<file path="config.mk">
export PLATFORM = sky130hd
export DESIGN_NAME = uart_fifo_ctrl
export DESIGN_NICKNAME = d
export VERILOG_FILES = /design/src/rtl/uart_pkg.sv /design/src/rtl/sync_fifo.sv /design/src/rtl/uart_fifo_ctrl.sv
export SDC_FILE = /design/constraint.sdc
export NUM_CORES = 1
export LEC_CHECK = 0
export BUFFER_PORTS_ARGS = -buffer_cell sky130_fd_sc_hd__buf_2
export CORE_MARGIN = 4
export CORE_UTILIZATION = 64
export DETAILED_ROUTE_END_ITERATION = 12
export GPL_TIMING_DRIVEN = 0
export PLACE_DENSITY = 0.95
export SETUP_SLACK_MARGIN = 0.5
export SYNTH_ARGS = -nofsm -noshare
export SYNTH_HDL_FRONTEND = slang
export SYNTH_HIERARCHICAL = 1
export SYNTH_SLANG_ARGS = --single-unit
export TNS_END_PERCENT = 20
</file>
<file path="constraint.sdc">
create_clock -name i_clk -period 5.9 [get_ports i_clk]
set_input_delay 0.59 -clock i_clk [delete_from_list [all_inputs] [get_ports i_clk]]
set_output_delay 0.59 -clock i_clk [all_outputs]
set_load 0.02 [all_outputs]
</file>
<file path="src/rtl/uart_pkg.sv">
// Shared definitions for the UART register-port sequencer.
//  - Bit positions inside the UART status register.
//  - Register offsets relative to the UART base address.
//  - State encoding of the sequencer FSM.
//  - Saturating 8-bit increment used by the error counter.
package uart_pkg;

    // Status register bit positions
    localparam int ST_RX_AVAIL = 2;
    localparam int ST_RX_ERR   = 1;
    localparam int ST_TX_READY = 0;

    // Register offsets from the UART base address
    localparam logic [15:0] REG_DATA   = 16'd0;
    localparam logic [15:0] REG_STATUS = 16'd1;
    localparam logic [15:0] REG_PARK   = 16'd2;

    // One bus access per state; the following state always parks the bus
    typedef enum logic [2:0] {
        S_IDLE,
        S_POLL,
        S_PWAIT,
        S_RXRD,
        S_RXCAP,
        S_TXWR,
        S_GUARD,
        S_ERRCLR
    } ctrl_state_e;

    // Increment that sticks at 8'hFF instead of wrapping
    function automatic logic [7:0] sat_inc8(input logic [7:0] value);
        return (value == 8'hFF) ? value : value + 8'd1;
    endfunction

endpackage

</file>
<file path="src/rtl/sync_fifo.sv">
// Single-clock FIFO with show-ahead read: o_head always presents the oldest
// entry while o_empty is low, and i_pop simply retires it.
// Ports:
//  i_clk, i_rst_n      clock, asynchronous active-low reset (pointers only)
//  i_push, i_push_data write request and data; ignored while full
//  i_pop               retire the head entry; ignored while empty
//  o_head              current head entry
//  o_full, o_empty     occupancy flags
module sync_fifo #(
    parameter int WIDTH = 8,
    parameter int DEPTH = 8
) (
    input  logic             i_clk,
    input  logic             i_rst_n,
    input  logic             i_push,
    input  logic [WIDTH-1:0] i_push_data,
    input  logic             i_pop,
    output logic [WIDTH-1:0] o_head,
    output logic             o_full,
    output logic             o_empty
);

    localparam int AW = (DEPTH > 1) ? $clog2(DEPTH) : 1;

    // Pointers carry one extra wrap bit so full and empty are distinguishable
    logic [AW:0]      wr_ptr_q, wr_ptr_d;
    logic [AW:0]      rd_ptr_q, rd_ptr_d;
    logic [WIDTH-1:0] mem [DEPTH];
    logic             do_push;
    logic             do_pop;

    assign o_empty = (wr_ptr_q == rd_ptr_q);
    assign o_full  = (wr_ptr_q[AW] != rd_ptr_q[AW]) &&
                     (wr_ptr_q[AW-1:0] == rd_ptr_q[AW-1:0]);
    assign do_push = i_push && !o_full;
    assign do_pop  = i_pop && !o_empty;
    assign o_head  = mem[rd_ptr_q[AW-1:0]];

    always_comb begin
        wr_ptr_d = wr_ptr_q;
        rd_ptr_d = rd_ptr_q;
        if (do_push) begin
            wr_ptr_d = wr_ptr_q + (AW+1)'(1);
        end
        if (do_pop) begin
            rd_ptr_d = rd_ptr_q + (AW+1)'(1);
        end
    end

    always_ff @(posedge i_clk or negedge i_rst_n) begin
        if (!i_rst_n) begin
            wr_ptr_q <= '0;
            rd_ptr_q <= '0;
        end else begin
            wr_ptr_q <= wr_ptr_d;
            rd_ptr_q <= rd_ptr_d;
        end
    end

    // Storage needs no reset; the pointers decide what is valid
    always_ff @(posedge i_clk) begin
        if (do_push) begin
            mem[wr_ptr_q[AW-1:0]] <= i_push_data;
        end
    end

endmodule

</file>
<file path="src/rtl/uart_fifo_ctrl.sv">
// Bus-master sequencer that owns the UART register port. It polls the status
// register continuously, drains received bytes into an RX FIFO, feeds the
// transmitter from a TX FIFO and clears RX errors, so the core only sees
// ready/valid byte streams.
// Ports:
//  i_clk, i_rst_n                       clock, asynchronous active-low reset
//  i_tx_valid, o_tx_ready, i_tx_data    host -> TX FIFO stream
//  o_rx_valid, i_rx_ready, o_rx_data    RX FIFO -> host stream (show-ahead)
//  o_bus_we, o_bus_addr, o_bus_wdata    registered UART register-port strobes
//  i_bus_rdata                          UART read data, one cycle after address
//  o_err_cnt                            saturating RX error count
//  o_busy                               FSM active or TX bytes pending
module uart_fifo_ctrl
    import uart_pkg::*;
#(
    parameter logic [15:0] BASE_ADDR = 16'h0400,
    parameter int          TX_DEPTH  = 8,
    parameter int          RX_DEPTH  = 8,
    parameter int          TX_GUARD  = 3
) (
    input  logic        i_clk,
    input  logic        i_rst_n,
    input  logic        i_tx_valid,
    output logic        o_tx_ready,
    input  logic [7:0]  i_tx_data,
    output logic        o_rx_valid,
    input  logic        i_rx_ready,
    output logic [7:0]  o_rx_data,
    output logic        o_bus_we,
    output logic [15:0] o_bus_addr,
    output logic [7:0]  o_bus_wdata,
    input  logic [7:0]  i_bus_rdata,
    output logic [7:0]  o_err_cnt,
    output logic        o_busy
);

    localparam logic [15:0] ADDR_DATA   = BASE_ADDR + REG_DATA;
    localparam logic [15:0] ADDR_STATUS = BASE_ADDR + REG_STATUS;
    localparam logic [15:0] ADDR_PARK   = BASE_ADDR + REG_PARK;

    // The IDLE cycle that always follows GUARD is the last quiet cycle, so
    // GUARD itself only spans TX_GUARD-1 cycles (never fewer than one)
    localparam logic [7:0] GUARD_LOAD = (TX_GUARD > 1) ? 8'(TX_GUARD - 1) : 8'd1;

    ctrl_state_e state_q, state_d;
    logic        bus_we_q, bus_we_d;
    logic [15:0] bus_addr_q, bus_addr_d;
    logic [7:0]  bus_wdata_q, bus_wdata_d;
    logic [7:0]  err_cnt_q, err_cnt_d;
    logic [7:0]  guard_cnt_q, guard_cnt_d;

    logic        tx_pop;
    logic [7:0]  tx_head;
    logic        tx_full;
    logic        tx_empty;
    logic        rx_push;
    logic        rx_full;
    logic        rx_empty;

    sync_fifo #(.WIDTH(8), .DEPTH(TX_DEPTH)) u_tx_fifo (
        .i_clk       (i_clk),
        .i_rst_n     (i_rst_n),
        .i_push      (i_tx_valid),
        .i_push_data (i_tx_data),
        .i_pop       (tx_pop),
        .o_head      (tx_head),
        .o_full      (tx_full),
        .o_empty     (tx_empty)
    );

    sync_fifo #(.WIDTH(8), .DEPTH(RX_DEPTH)) u_rx_fifo (
        .i_clk       (i_clk),
        .i_rst_n     (i_rst_n),
        .i_push      (rx_push),
        .i_push_data (i_bus_rdata),
        .i_pop       (i_rx_ready),
        .o_head      (o_rx_data),
        .o_full      (rx_full),
        .o_empty     (rx_empty)
    );

    assign o_tx_ready  = !tx_full;
    assign o_rx_valid  = !rx_empty;
    assign o_bus_we    = bus_we_q;
    assign o_bus_addr  = bus_addr_q;
    assign o_bus_wdata = bus_wdata_q;
    assign o_err_cnt   = err_cnt_q;
    assign o_busy      = (state_q != S_IDLE) || !tx_empty;

    // Bus strobes are decoded from the state being entered, so the registered
    // outputs line up with the state that owns the access. Anything not
    // explicitly driven parks the bus.
    always_comb begin
        state_d     = state_q;
        bus_we_d    = 1'b0;
        bus_addr_d  = ADDR_PARK;
        bus_wdata_d = 8'h00;
        err_cnt_d   = err_cnt_q;
        guard_cnt_d = guard_cnt_q;
        tx_pop      = 1'b0;
        rx_push     = 1'b0;

        case (state_q)
            S_IDLE: begin
                state_d    = S_POLL;
                bus_addr_d = ADDR_STATUS;
            end
            S_POLL: begin
                state_d = S_PWAIT;
            end
            // Status arrives now; errors first, then RX ahead of TX so the
            // receiver is not overrun
            S_PWAIT: begin
                if (i_bus_rdata[ST_RX_ERR]) begin
                    state_d    = S_ERRCLR;
                    bus_we_d   = 1'b1;
                    bus_addr_d = ADDR_STATUS;
                    err_cnt_d  = sat_inc8(err_cnt_q);
                end else if (i_bus_rdata[ST_RX_AVAIL] && !rx_full) begin
                    state_d    = S_RXRD;
                    bus_addr_d = ADDR_DATA;
                end else if (i_bus_rdata[ST_TX_READY] && !tx_empty) begin
                    state_d     = S_TXWR;
                    bus_we_d    = 1'b1;
                    bus_addr_d  = ADDR_DATA;
                    bus_wdata_d = tx_head;
                    tx_pop      = 1'b1;
                end else begin
                    state_d = S_IDLE;
                end
            end
            S_RXRD: begin
                state_d = S_RXCAP;
            end
            // Only the host can pop between the full check and this push,
            // so there is always room here
            S_RXCAP: begin
                rx_push = 1'b1;
                state_d = S_IDLE;
            end
            S_TXWR: begin
                state_d     = S_GUARD;
                guard_cnt_d = GUARD_LOAD;
            end
            // Hold off polling while the UART starts the frame and drops tx_ready
            S_GUARD: begin
                if (guard_cnt_q <= 8'd1) begin
                    state_d = S_IDLE;
                end else begin
                    guard_cnt_d = guard_cnt_q - 8'd1;
                end
            end
            S_ERRCLR: begin
                state_d = S_IDLE;
            end
            default: begin
                state_d = S_IDLE;
            end
        endcase
    end

    // Single state register block; every bus output is a flop
    always_ff @(posedge i_clk or negedge i_rst_n) begin
        if (!i_rst_n) begin
            state_q     <= S_IDLE;
            bus_we_q    <= 1'b0;
            bus_addr_q  <= ADDR_PARK;
            bus_wdata_q <= 8'h00;
            err_cnt_q   <= 8'h00;
            guard_cnt_q <= 8'h00;
        end else begin
            state_q     <= state_d;
            bus_we_q    <= bus_we_d;
            bus_addr_q  <= bus_addr_d;
            bus_wdata_q <= bus_wdata_d;
            err_cnt_q   <= err_cnt_d;
            guard_cnt_q <= guard_cnt_d;
        end
    end

endmodule

</file>
Word-level counts from Yosys, hierarchy flattened
Memories as Yosys holds them, arrays and structs flattened.
Cells that the tools add are included.

word-level totals
  latch bits = 0
  ROM bits = 0
  memories kept = 2
  output and inout port bits = 44
  bits of input ports = 20
  memory bits (writable) = 128
  flip-flop bits (word level) = 60

memory list
  name           depth  width  rd ports  clocked after Yosys merged registers in  wr ports  RTL line         RTL
  u_rx_fifo.mem  8      8      1         0                                        1         sync_fifo.sv:28  logic [WIDTH-1:0] mem [DEPTH];
  u_tx_fifo.mem  8      8      1         0                                        1         sync_fifo.sv:28

cells by class
  shift-type cells = 0
  equality and inequality tests = 16
  order comparisons = 1
  bitwise operators = 1
  mux-type cells = 26
  reduce and logical (&&, ||, !) cells = 19
  multiply operators = 0
  div/mod/pow operators = 0
  add/sub/neg operators = 6

operators with widths
  cell                   number
  $mux W8                5
  $pmux W3 S7            1
  $add A4 B1 Y4 const B  4
  $pmux W8 S2            1
  $eq A3 B3 Y1 const B   4
  $mux W3                4
  $mux W1                11
  $add A8 B1 Y8 const B  1
  $eq A4 B4 Y1           2
  $eq A8 B8 Y1 const B   1
  $le A8 B1 Y1 const B   1
  $logic_and A1 B1 Y1    8
  $sub A8 B1 Y8 const B  1
  $eq A3 B2 Y1 const B   2
  $eq A3 B3 Y1           2
  $mux W2                3
  $logic_not A1 Y1       4
  $ne A2 B2 Y1 const B   2
  $pmux W2 S2            1
  $eq A3 B1 Y1 const B   1
  $logic_not A3 Y1       1
  $reduce_and A3 Y1      1
  $reduce_bool A3 Y1     1
  $ne A1 B1 Y1           2
  other kinds (5)        5

Depth between registers and ports, before layout
Gate-level depths: netlist of the first run.

  word-level depth = 8
  mapped depth = 10
  depth with buffers taken out = 9

Cells and area by module
Netlist of the first run, hierarchy kept.

by module, submodules not included
  module          cells an instance  times used  area each (µm²)
  sync_fifo       149                2           3094.2
  uart_fifo_ctrl  150                1           1561.5

Worst setup path before layout of the first run
Ideal clock, no wire load.

  kind = flip-flop to flip-flop
  start = register state_q[2]
  end = memory u_rx_fifo.mem[6][0], enable pin
  clock period less this slack = 2.620 ns
  cell stages (with the launch flop) = 5
  slack = 3.280 ns
  setup time = 0.398 ns
  path buffers = 1
  arrival time = 2.222 ns
  cells stage by stage = dfrtp_1 > buf_2 > nor3b_1 > nand2_1 > nor4b_1

between the ends
  longest elaborated chain between the ends = 5

RTL lines
  item                           RTL line               RTL
  start: declaration             uart_fifo_ctrl.sv:45   ctrl_state_e state_q, state_d;
  start signal: assignment       uart_fifo_ctrl.sv:172  state_q <= state_d;
  $eq A3 B3 Y1                   uart_fifo_ctrl.sv:103  case (state_q)
  $mux W1                        uart_fifo_ctrl.sv:103
  named net rx_push              uart_fifo_ctrl.sv:56   logic rx_push;
  $logic_and A1 B1 Y1            sync_fifo.sv:35        assign do_push = i_push && !o_full;
  $mux W1                        sync_fifo.sv:62        if (do_push) begin
  $mux W1 (not written as such)  sync_fifo.sv:63        mem[wr_ptr_q[AW-1:0]] <= i_push_data;
  end: declaration               sync_fifo.sv:28

The timed path passes the listed nets, and every way through them passes these cells.

Worst setup path in the final report of the first run
  start = register u_rx_fifo.wr_ptr_q[0]
  end = register u_tx_fifo.rd_ptr_q[1]

between the ends
  longest elaborated chain between the ends = 8

RTL lines
  item                      RTL line               RTL
  start: declaration        sync_fifo.sv:26        logic [AW:0] wr_ptr_q, wr_ptr_d;
  start signal: assignment  sync_fifo.sv:55        wr_ptr_q <= wr_ptr_d;
  $eq A3 B3 Y1              sync_fifo.sv:34        (wr_ptr_q[AW-1:0] == rd_ptr_q[AW-1:0]);
  $logic_and A1 B1 Y1       sync_fifo.sv:33        assign o_full = (wr_ptr_q[AW] != rd_ptr_q[AW]) &&
  named net rx_full         uart_fifo_ctrl.sv:57   logic rx_full;
  $logic_not A1 Y1          uart_fifo_ctrl.sv:119  end else if (i_bus_rdata[ST_RX_AVAIL] && !rx_full) begin
  $logic_and A1 B1 Y1       uart_fifo_ctrl.sv:119
  $mux W1                   uart_fifo_ctrl.sv:119
  $mux W1                   uart_fifo_ctrl.sv:114  if (i_bus_rdata[ST_RX_ERR]) begin
  $mux W1                   uart_fifo_ctrl.sv:103
  named net tx_pop          uart_fifo_ctrl.sv:52   logic tx_pop;
  $logic_and A1 B1 Y1       sync_fifo.sv:36        assign do_pop = i_pop && !o_empty;
  end signal: assignment    sync_fifo.sv:56        rd_ptr_q <= rd_ptr_d;
  end: declaration          sync_fifo.sv:27        logic [AW:0] rd_ptr_q, rd_ptr_d;

The timed path passes the listed nets, and every way through them passes these cells.
A chain may end at the register's enable or synchronous reset.

==> results by group, run 1 <==
Floorplan
  • Core area: 11600 um2
  • Die height: 118 um
  • Die W: 118 um
  • Io pins: 64
  • Die Area: 13900 um2
  • # rows: 39
  • Initial Util: 66.7%

Yosys
  • Cell taking the most area after synthesis: edfxtp_1
  • Yosys warns: 6
  • Post-synth EDFFs: 128
  • Cells after Synth: 448
  • Syn avg cell area: 17.3 um2
  • Synth Cell Area: 7750 um2
  • Ys flop type: edfxtp_1
  • Synth top area share: 49.6%
  • Largest cells by area after synthesis: edfxtp_1 50%, dfrtp_1 15%, mux4_1 6.1%
  • Async SR Flop Fraction: 26.4%
  • Synth cell types: 56
  • Number of synthesized register bits: 174
  • Register area share after synthesis: 64.5%

Clock tree
  • Reg clk slew, reported paths: 0.07 ns
  • Clk_lat worst skew: 0.43 ns
  • Setup bufs post-CTS: 0
  • Cts repair resizes: 0
  • Clock buffer count from CTS: 17
  • CTS tree: yes
  • Post-CTS Hold Buffers: 0
  • H-Tree Depth: 4
  • Clk sinks: 174
  • Maximum clock path buffer count: 2
  • CTS root buf: clkbuf_16

Layout
  • Reg area: 5000 um2
  • Final Core Density: 77.1%
  • Fin nets: 569
  • Fraction of layout cells with a size suffix above 1: 34.6%
  • Multi-input logic area: 2590 um2
  • Cell Count, Final, Fillers Out: 698
  • Antenna cells: 0
  • Fillers: 582
  • Area growth, synth to finish: 15.5%

STA
  • Max Freq: 269 MHz
  • RSZ-0062 raised after global routing: false
  • Slew @ Worst Pin: 1.25 ns
  • Final Hold Vio Count: 0
  • Final-report setup violation count: 0
  • Slew Limit Headroom: 15.7%
  • Final min period: 3.71 ns
  • Post-Route Skew: 0.0207 ns
  • Final Cycle Share: 63.0%
  • Fin worst setup slack: 2.19 ns
  • Max Slew Vio Count: 0
  • Fin Setup TNS: 0 ns

Global routing
  • Vias in the first global route: 4663
  • Largest net degree at the start of global routing: 47
  • First-pass GRT wire length: 26.4 mm
  • GRT Total Usage: 25.3%
  • Initial antenna violation count: 0
  • GR Overflow Total: 0

Setup path
  • CP Launch Type: flop
  • Critical R2R Capture: u_tx_fifo/rd_ptr_q[1]$_DFFE_PN0P_
  • Arrival time at the worst endpoint: 4.03 ns
  • Critical path class: flop to flop
  • Worst EP required: 6.21 ns
  • R2R depth: 8
  • Worst setup EP type: flop
  • Reg-to-reg slack, setup: 2.19 ns
  • Worst-path fanout max: 12
  • Worst R2R Start: u_rx_fifo/wr_ptr_q[0]$_DFFE_PN0P_

Routing
  • Drt first pass iters: 5
  • Final wirelength: 16.8 mm
  • Detail Route Antenna Nets: 0
  • Vias per inst: 6.55
  • Vias: 4571
  • Initial drt markers: 426
  • Remaining DRCs: 0
  • Wire per inst: 24.0 um

Placement
  • RD Place Congestion: 0.831
  • Port bufs: 49
  • Dpl ws: 2.35 ns
  • Dpl cells: 666
  • Post-DP HPWL: 10.7 mm

Pwr
  • Peak supply drop: 0.317 mV
  • Overall power: 4.33 mW
  • PD cells: 483 nW/um2
  • Lkg Pwr: 3.36 nW

Run
  • Number of max-cap violations: 0

Status
  • Status: finished clean

Worst hold path
  • Worst Hold Class: primary input to async pin
[cells in the final DEF, fill, tap and decap left out, drive strengths merged, types with 2 or more instances in the layout]
cell type and n:
nand3b 2, and2 13, nand3 7, dfrtp 45
nand2b 7, and4 6, or3 2, nor3b 3
o21ai 8, nand2 17, clkinvlp 3, o311ai 9
xor2 8, nor4b 9, nor4 11, conb 14
a31oi 2, inv 16, ha 7, xnor2 13
or4 3, o41ai 9, buf 92, mux4 32
nor3 2, edfxtp 128, mux2 25, o31ai 3
nor2 9, nand4 8, clkbuf 22, clkinv 7
and3b 2
[worst max-delay path by stage]
| stage | startpoint | to | slack [ns] | depth (start not counted) |
|---|---|---|---|---|
| 3_5_place_dp | u_rx_fifo/wr_ptr_q[0]$_DFFE_PN0P_ | u_tx_fifo/rd_ptr_q[1]$_DFFE_PN0P_ | 2.35 | 8 |
| 4_1_cts | u_rx_fifo/wr_ptr_q[0]$_DFFE_PN0P_ | u_tx_fifo/rd_ptr_q[1]$_DFFE_PN0P_ | 2.27 | 8 |
| 3_3_place_gp | state_q[2]$_DFFE_PN0P_ | u_rx_fifo/mem[5][6]$_DFFE_PP_ | 2.26 | 4 |
| 6_report | u_rx_fifo/wr_ptr_q[0]$_DFFE_PN0P_ | u_tx_fifo/rd_ptr_q[1]$_DFFE_PN0P_ | 2.19 | 8 |
| 2_1_floorplan | state_q[2]$_DFFE_PN0P_ | u_rx_fifo/mem[6][0]$_DFFE_PP_ | 3.28 | 4 |
| 5_1_grt | u_rx_fifo/wr_ptr_q[0]$_DFFE_PN0P_ | u_tx_fifo/rd_ptr_q[1]$_DFFE_PN0P_ | 2.06 | 8 |
[registers in the layout, summed over array words and instances, names as in the netlist]
register	cells
u_rx_fifo/mem	64
u_tx_fifo/mem	64
guard_cnt_q	8
o_bus_wdata	8
o_err_cnt	8
u_rx_fifo/rd_ptr_q	4
u_rx_fifo/wr_ptr_q	4
u_tx_fifo/rd_ptr_q	4
u_tx_fifo/wr_ptr_q	4
state_q	3
o_bus_addr	2
o_bus_we	1
[critical path, cell delays in order, from the launching register on]
cell and delay (ns):
dfrtp_1 0.41, buf_6 0.16, xor2_2 0.21, nor4_4 0.69
nand2b_1 0.24, nand2_1 0.10, nor4_2 1.05, o41ai_2 0.32
mux2_1 0.40
[metal layers]
layer	part of all wire (%)	track usage [%]
met1	37	30.0
met2	56	45.4
met3	4.9	5.57
met4	2.3	9.16
met5	0	0
[cell usage after synthesis, types with 5 or more instances]
cell,n
and2_1,13
buf_2,9
buf_4,14
dfrtp_1,45
edfxtp_1,128
ha_1,7
inv_1,12
mux2_2,7
mux2_4,14
mux4_1,18
mux4_2,14
nand2_1,17
nand2b_1,7
nand3_1,7
nand4_1,8
nor2_1,9
nor4_1,7
nor4b_1,9
o21ai_0,8
o311ai_0,5
o41ai_1,5
xnor2_1,13
xor2_2,6
[area by class of cell]
class	count	area share [%]
sequential	174	55.8
multi-input combinational	241	28.9
inverter	12	0.503
tap	143	2.00
clock inverter	14	1.26
clock buffer	18	4.79
buffer	33	2.79
timing repair buffer	63	3.91
[through the flow]
step / hold slack [ns] / instance area [um2]
6_report: 0.387 / 8950
5_1_grt: 0.427 / 8950
4_1_cts: 0.399 / 8950
3_5_place_dp: 0.506 / 8410
3_3_place_gp: 0.496 / 8220
2_1_floorplan: 0.294 / 7790
[kinds of logic (layout without fill, tap and decap cells)]
family / Yosys count / count (layout) / synth area share [%]
other cells: 2 / 14 / 0.0969
compound gates: 36 / 36 / 4.10
xor+xnor: 21 / 21 / 2.95
buf+inv: 45 / 140 / 3.81
mux: 58 / 58 / 14.6
flops: 174 / 174 / 64.5
simple gates: 105 / 105 / 8.83
fa+ha+maj: 7 / 7 / 1.13
[power breakdown]
part           internal (mW)  switching (mW)  total, mW
sequential              1.53           0.146       1.67
combinational          0.695           0.939       1.63
clock                  0.545           0.475       1.02
(Power assumes the default switching activity.)
==> run 2, diff against run 1 <==
Settings changed: CORE_UTILIZATION 64 to 54, PLACE_DENSITY 0.95 to 0.87.
Clock period 5.9 ns to 3.1 ns, I/O delays scaled along.
==> run 2 against run 1 <==
Against the previous run:
- via count down 5.1%
- global-route usage shrank 5.8 points
- register-to-register slack got worse by 1.7 ns
- count of clock-buffer cells in the layout fell by 1
- final cell count up 6.0%
- first-iteration DRC count shrank 29%
- critical endpoint is now o_busy
- highest routed layer unchanged
==> results by group, run 2 (synthesis results as in run 1) <==
Layout
  • Reg area: 5000 um2 (about the same)
  • Fraction of layout cells with a size suffix above 1: 36.6% (+2.0 points)
  • Cell Count, Final, Fillers Out: 740 (+6.0%)
  • Area growth, synth to finish: 18.4%
  • Fin nets: 574 (+0.88%)
  • Fillers: 949 (+63%)
  • Most common cell after layout, fill and taps aside: edfxtp_1
  • Final Core Density: 65.6% (-11 points)
  • Commonest cells after routing, fill and taps aside: 128 x edfxtp_1, 56 x buf_2, 44 x dfrtp_1
  • Antenna cells: 0 (unchanged)
  • Multi-input logic area: 2660 um2 (+2.6%)

Pwr
  • Overall power: 8.43 mW (+95%)
  • Peak supply drop: 0.921 mV (+190%)
  • Lkg Pwr: 3.43 nW (+2.2%)
  • PD cells: 919 nW/um2 (+90%)

Routing
  • Initial drt markers: 304 (-29%)
  • Vias per inst: 5.86 (-11%)
  • Vias: 4336 (-5.1%)
  • Drt first pass iters: 5 (unchanged)
  • Final wirelength: 15.3 mm (-9.0%)
  • Wire per inst: 20.6 um (-14%)
  • Remaining DRCs: 0 (unchanged)
  • Detail Route Antenna Nets: 0 (unchanged)

Run
  • Number of max-cap violations: 0 (unchanged)

Floorplan
  • Io pins: 64 (unchanged)
  • Die height: 128 um (+8.3%)
  • Initial Util: 55.4% (-11 points)
  • Core area: 14000 um2 (+20%)
  • Die W: 128 um (+8.3%)
  • # rows: 43 (+10%)
  • Die Area: 16300 um2 (+17%)

STA
  • RSZ-0062 raised after global routing: true
  • Max Slew Vio Count: 0 (unchanged)
  • Fin Setup TNS: 0 ns (unchanged)
  • Slew Limit Headroom: 27.7% (+12 points)
  • Final Cycle Share: 86.1%
  • Max Freq: 375 MHz
  • Slew @ Worst Pin: 1.08 ns (-0.169 ns)
  • Final min period: 2.67 ns
  • Fin worst setup slack: 0.431 ns (-1.75 ns)
  • Final-report setup violation count: 0 (unchanged)
  • Post-Route Skew: 0.0121 ns (-0.00859 ns)
  • Final Hold Vio Count: 0 (unchanged)

Clock tree
  • Post-CTS Hold Buffers: 0 (unchanged)
  • Clk sinks: 174 (unchanged)
  • Clock buffer count from CTS: 17 (unchanged)
  • Maximum clock path buffer count: 2 (unchanged)
  • Reg clk slew, reported paths: 0.07 ns (about the same)
  • H-Tree Depth: 4 (unchanged)
  • Clk_lat worst skew: 0.43 ns (about the same)
  • CTS tree: yes
  • CTS root buf: clkbuf_16

Placement
  • RD Place Congestion: 0.824 (-0.89%)
  • Port bufs: 49 (unchanged)
  • Post-DP HPWL: 10.1 mm (-5.9%)
  • Dpl cells: 703 (+5.6%)
  • Dpl ws: -0.440 ns (-2.79 ns)

Global routing
  • Initial antenna violation count: 0 (unchanged)
  • Largest net degree at the start of global routing: 47 (unchanged)
  • First-pass GRT wire length: 24.2 mm (-8.3%)
  • Vias in the first global route: 4487 (-3.8%)
  • GR Overflow Total: 0 (unchanged)
  • GRT Total Usage: 19.5% (-5.8 points)

Setup path
  • Arrival time at the worst endpoint: 2.36 ns (-1.67 ns)
  • Max incr delay on CP: 0.42 ns (-0.63 ns)
  • Worst R2R Start: state_q[2]$_DFFE_PN0P_
  • R2R depth: 5 (-3)
  • Slowest CP cell: or4_4
  • Worst-path fanout max: 9 (-3)
  • Worst setup EP type: output port
  • Critical path class: flop to output port
  • Crit path cell chain: buf_6 > xor2_4 > or3_4 > nor2_1 > inv_1 > or4_4 > buf_4
  • CP Launch Type: flop
  • Worst EP required: 2.79 ns (-3.42 ns)
  • Reg-to-reg slack, setup: 0.48 ns (-1.71 ns)
  • Critical R2R Capture: u_rx_fifo/mem[5][3]$_DFFE_PP_

Status
  • Status: finished clean

Worst hold path
  • Worst Hold Class: primary input to async pin
## run 2: cell count changes in the layout (fill, tap and decap cells not counted), sizes merged
| cell | delta |
|---|---|
| buf | +5 |
| bufinv | +1 |
| clkbuf | -1 |
| clkinv | -2 |
| inv | +2 |
## run 2: critical path: cells and delay by family (launching register included)
family	cells	cell delay, ns
DFF	1	0.38
xor gates and xnor gates	1	0.19
and+or+nand+nor	3	0.94
buffers and inverters	3	0.41
## run 2: where the power goes
| part | internal [mW] | switching [mW] | total, mW |
|---|---|---|---|
| logic | 1.38 | 1.73 | 3.11 |
| registers | 2.90 | 0.283 | 3.19 |
| clock network | 1.15 | 0.984 | 2.14 |
| total | 5.44 | 3.00 | 8.43 |
## run 2: layout make-up
type                            count  share of cell area, %
Timing Repair Buffer               68                   4.25
Buffer                             33                   2.79
Sequential cell                   174                   54.5
Clock inverter                     15                   1.96
Inverter                           12                  0.491
Multi-Input combinational cell    241                   29.0
Tap cell                          180                   2.45
Clock buffer                       17                   4.64
## run 2: how the worst max path moves through the flow
stage | to | slack [ns] | start | cells after the start
6_report | o_busy | 0.43 | u_tx_fifo/wr_ptr_q[2]$_DFFE_PN0P_ | 7
5_1_grt | o_busy | 0.34 | u_tx_fifo/wr_ptr_q[2]$_DFFE_PN0P_ | 7
3_3_place_gp | u_rx_fifo/mem[5][6]$_DFFE_PP_ | -0.52 | state_q[2]$_DFFE_PN0P_ | 4
2_1_floorplan | u_rx_fifo/mem[6][0]$_DFFE_PP_ | 0.48 | state_q[2]$_DFFE_PN0P_ | 4
4_1_cts | o_busy | 0.35 | u_tx_fifo/wr_ptr_q[0]$_DFFE_PN0P_ | 7
3_5_place_dp | u_tx_fifo/rd_ptr_q[1]$_DFFE_PN0P_ | -0.44 | u_rx_fifo/wr_ptr_q[0]$_DFFE_PN0P_ | 8
## run 2: per-stage QoR
step / hold slack, ns / instance area [um2]
final: 0.0914 / 9180
after global routing: 0.146 / 9180
after CTS: 0.122 / 9110
after detailed placement: 0.509 / 8460
after global placement: 0.497 / 8270
after floorplan: 0.0144 / 7790
## run 2: metal layers
layer | up-vias | track usage, % | wire length, um
met5 | - | 0 | 0
met4 | 0 | 6.80 | 321
met3 | 30 | 4.79 | 731
met2 | 137 | 33.4 | 8130
met1 | 2206 | 24.2 | 6070
li1 | 1963 | - | -
## run 2: timing repair
item                       CTS  global route
setup endpoints to repair   56            29
pin swaps                    2             2
gates resized for setup      2            12
gates cloned                 0             0
buffers inserted             4             1
==> run 3, diff against run 2 <==
Settings changed: REMOVE_ABC_BUFFERS set to 1.
==> run 3 against run 2 <==
Against the previous run:
- combinational power fell by 5%
- flip-flop and latch count did not move
- highest routed layer unchanged
- cell area fell by 1.1%
- final cell count fell by 2.6%
- clock power fell by 5%
==> results by group, run 3 (synthesis results as in run 1) <==
Status
  • Status: finished clean

Placement
  • Dpl cells: 670 (-4.7%)
  • Dpl ws: -1.16 ns (-0.716 ns)
  • RD Place Congestion: 0.793 (-3.7%)
  • Port bufs: 49 (unchanged)
  • Post-DP HPWL: 9.75 mm (-3.2%)

Routing
  • Vias per inst: 5.96 (+1.6%)
  • Remaining DRCs: 0 (unchanged)
  • Vias: 4294 (-0.97%)
  • Final wirelength: 15.7 mm (+3.0%)
  • Wire per inst: 21.8 um (+5.8%)
  • Initial drt markers: 247 (-19%)
  • Detail Route Antenna Nets: 0 (unchanged)
  • Drt first pass iters: 5 (unchanged)

STA
  • Slew Limit Headroom: 26.2% (-1.5 points)
  • Post-Route Skew: 0.0164 ns (+0.00426 ns)
  • Fin worst setup slack: 0.501 ns (+0.0705 ns)
  • Final Hold Vio Count: 0 (unchanged)
  • Final Cycle Share: 83.8% (-2.3 points)
  • Slew @ Worst Pin: 1.11 ns (+0.0226 ns)
  • RSZ-0062 raised after global routing: true
  • Fin Setup TNS: 0 ns (unchanged)
  • Max Slew Vio Count: 0 (unchanged)
  • Final-report setup violation count: 0 (unchanged)
  • Final min period: 2.60 ns (-0.0705 ns)
  • Max Freq: 385 MHz (+2.7%)
  • Worst hold slack: 0.101 ns (+0.00984 ns)

Global routing
  • Global routing's busiest layer: met2
  • Largest net degree at the start of global routing: 47 (unchanged)
  • M1 GR Usage: 22.8% (-1.4 points)
  • GRT Total Usage: 19.5% (+0.047 points)
  • Met2 GRT Util: 35.1% (+1.7 points)
  • First-pass GRT wire length: 24.1 mm (-0.43%)
  • GR Overflow Total: 0 (unchanged)
  • Initial antenna violation count: 0 (unchanged)
  • Grt met3 use: 5.50% (+0.71 points)
  • Vias in the first global route: 4438 (-1.1%)

Clock tree
  • Clk_lat worst skew: 0.42 ns (about the same)
  • Reg clk slew, reported paths: 0.06 ns (about the same)
  • CTS root buf: clkbuf_16
  • Maximum clock path buffer count: 2 (unchanged)
  • Clk sinks: 174 (unchanged)
  • CTS tree: yes
  • Clock buffer count from CTS: 17 (unchanged)
  • H-Tree Depth: 4 (unchanged)

Setup path
  • Reg-to-reg slack, setup: 0.56 ns (+0.08 ns)
  • CP Launch Type: flop
  • Worst setup EP type: output port
  • R2R depth: 9 (+4)
  • Critical path class: flop to output port
  • Worst-path fanout max: 8 (-1)
  • Critical R2R Capture: u_tx_fifo/rd_ptr_q[3]$_DFFE_PN0P_
  • Worst R2R Start: u_rx_fifo/wr_ptr_q[0]$_DFFE_PN0P_
  • Worst EP required: 2.79 ns (about the same)
  • Arrival time at the worst endpoint: 2.29 ns (-0.07 ns)

Layout
  • Commonest cells after routing, fill and taps aside: 128 x edfxtp_1, 48 x buf_2, 33 x dfrtp_1
  • Fillers: 901 (-5.1%)
  • Fin nets: 554 (-3.5%)
  • Most common cell after layout, fill and taps aside: edfxtp_1
  • Final Core Density: 64.9% (-0.74 points)
  • Fraction of layout cells with a size suffix above 1: 35.7% (-0.87 points)
  • Area growth, synth to finish: 17.1%
  • Cell Count, Final, Fillers Out: 721 (-2.6%)

Pwr
  • Lkg Pwr: 3.33 nW (-2.9%)
  • Peak supply drop: 0.590 mV (-36%)
  • PD cells: 928 nW/um2 (+1.0%)

Floorplan
  • Io pins: 64 (unchanged)
  • Die W: 128 um (unchanged)
  • Die height: 128 um (unchanged)
  • Initial Util: 55.4% (unchanged)
  • Core area: 14000 um2 (unchanged)
  • Die Area: 16300 um2 (unchanged)
  • # rows: 43 (unchanged)

Worst hold path
  • Worst Hold Class: primary input to async pin

Run
  • Number of max-cap violations: 0 (unchanged)
## run 3: cell count changes in the layout (fill, tap and decap cells not counted), sizes merged
cell | previous run | this run
buf | 97 | 81
inv | 18 | 12
clkbuf | 21 | 24
clkinvlp | 3 | 1
bufinv | 1 | 2
diode | 0 | 1
## run 3: layout make-up
cell class / count / area (um2) / area share (%)
Sequential cell: 174 / 5030 / 55.4
Tap cell: 180 / 225 / 2.48
Multi-Input combinational cell: 241 / 2710 / 29.8
Inverter: 12 / 45.0 / 0.496
Timing Repair Buffer: 81 / 495 / 5.46
Clock buffer: 24 / 482 / 5.31
Clock inverter: 8 / 91.3 / 1.01
Antenna cell: 1 / 2.50 / 0.0276
## run 3: where the power goes
group          total, mW  internal, mW  switching [mW]
Combinational       2.96          1.35            1.61
Clock               2.04          1.24           0.794
Sequential          3.43          2.93           0.495
Total               8.42          5.53            2.89
## run 3: critical path: stages, from the launching register on
cell,delay (ns)
dfrtp_4,0.51
xor2_4,0.20
or3_4,0.39
nor2_1,0.09
inv_1,0.08
or4_4,0.42
buf_4,0.17
## run 3: how the worst max path moves through the flow
stage                                 startpoint                                end  slack [ns]  depth (start not counted)
6_report       u_tx_fifo/rd_ptr_q[1]$_DFFE_PN0P_                             o_busy        0.50                          6
5_1_grt        u_rx_fifo/wr_ptr_q[0]$_DFFE_PN0P_  u_tx_fifo/rd_ptr_q[3]$_DFFE_PN0P_        0.41                          9
4_1_cts        u_rx_fifo/wr_ptr_q[1]$_DFFE_PN0P_      u_rx_fifo/mem[4][0]$_DFFE_PP_        0.48                          5
3_5_place_dp   u_rx_fifo/rd_ptr_q[0]$_DFFE_PN0P_  u_tx_fifo/rd_ptr_q[1]$_DFFE_PN0P_       -1.16                          7
3_3_place_gp   u_rx_fifo/rd_ptr_q[0]$_DFFE_PN0P_  u_tx_fifo/rd_ptr_q[1]$_DFFE_PN0P_       -0.88                          7
2_1_floorplan  u_rx_fifo/rd_ptr_q[0]$_DFFE_PN0P_  u_tx_fifo/rd_ptr_q[1]$_DFFE_PN0P_        0.01                          7
## run 3: repair_timing
action | 4_1_cts | 5_1_grt
endpoints found under the setup margin | 156 | 61
setup buffers | 13 | 5
gates resized for setup | 23 | 10
cloned | 0 | 0
pin swaps | 5 | 1
endpoints found under the hold margin | 0 | 0
hold buffers | 0 | 0
## run 3: per-stage QoR
step / cell area [um2] / total power [mW]
after global routing: 9070 / 8.83
final: 9070 / 8.42
after global placement: 8020 / 5.72
after detailed placement: 8210 / 5.97
after floorplan: 7540 / 5.19
after CTS: 8980 / 8.26
## run 3: metal layers
layer,vias up,wire [um]
met5,-,0
met4,0,162
met3,19,1020
met2,149,8750
met1,2209,5780
li1,1917,-
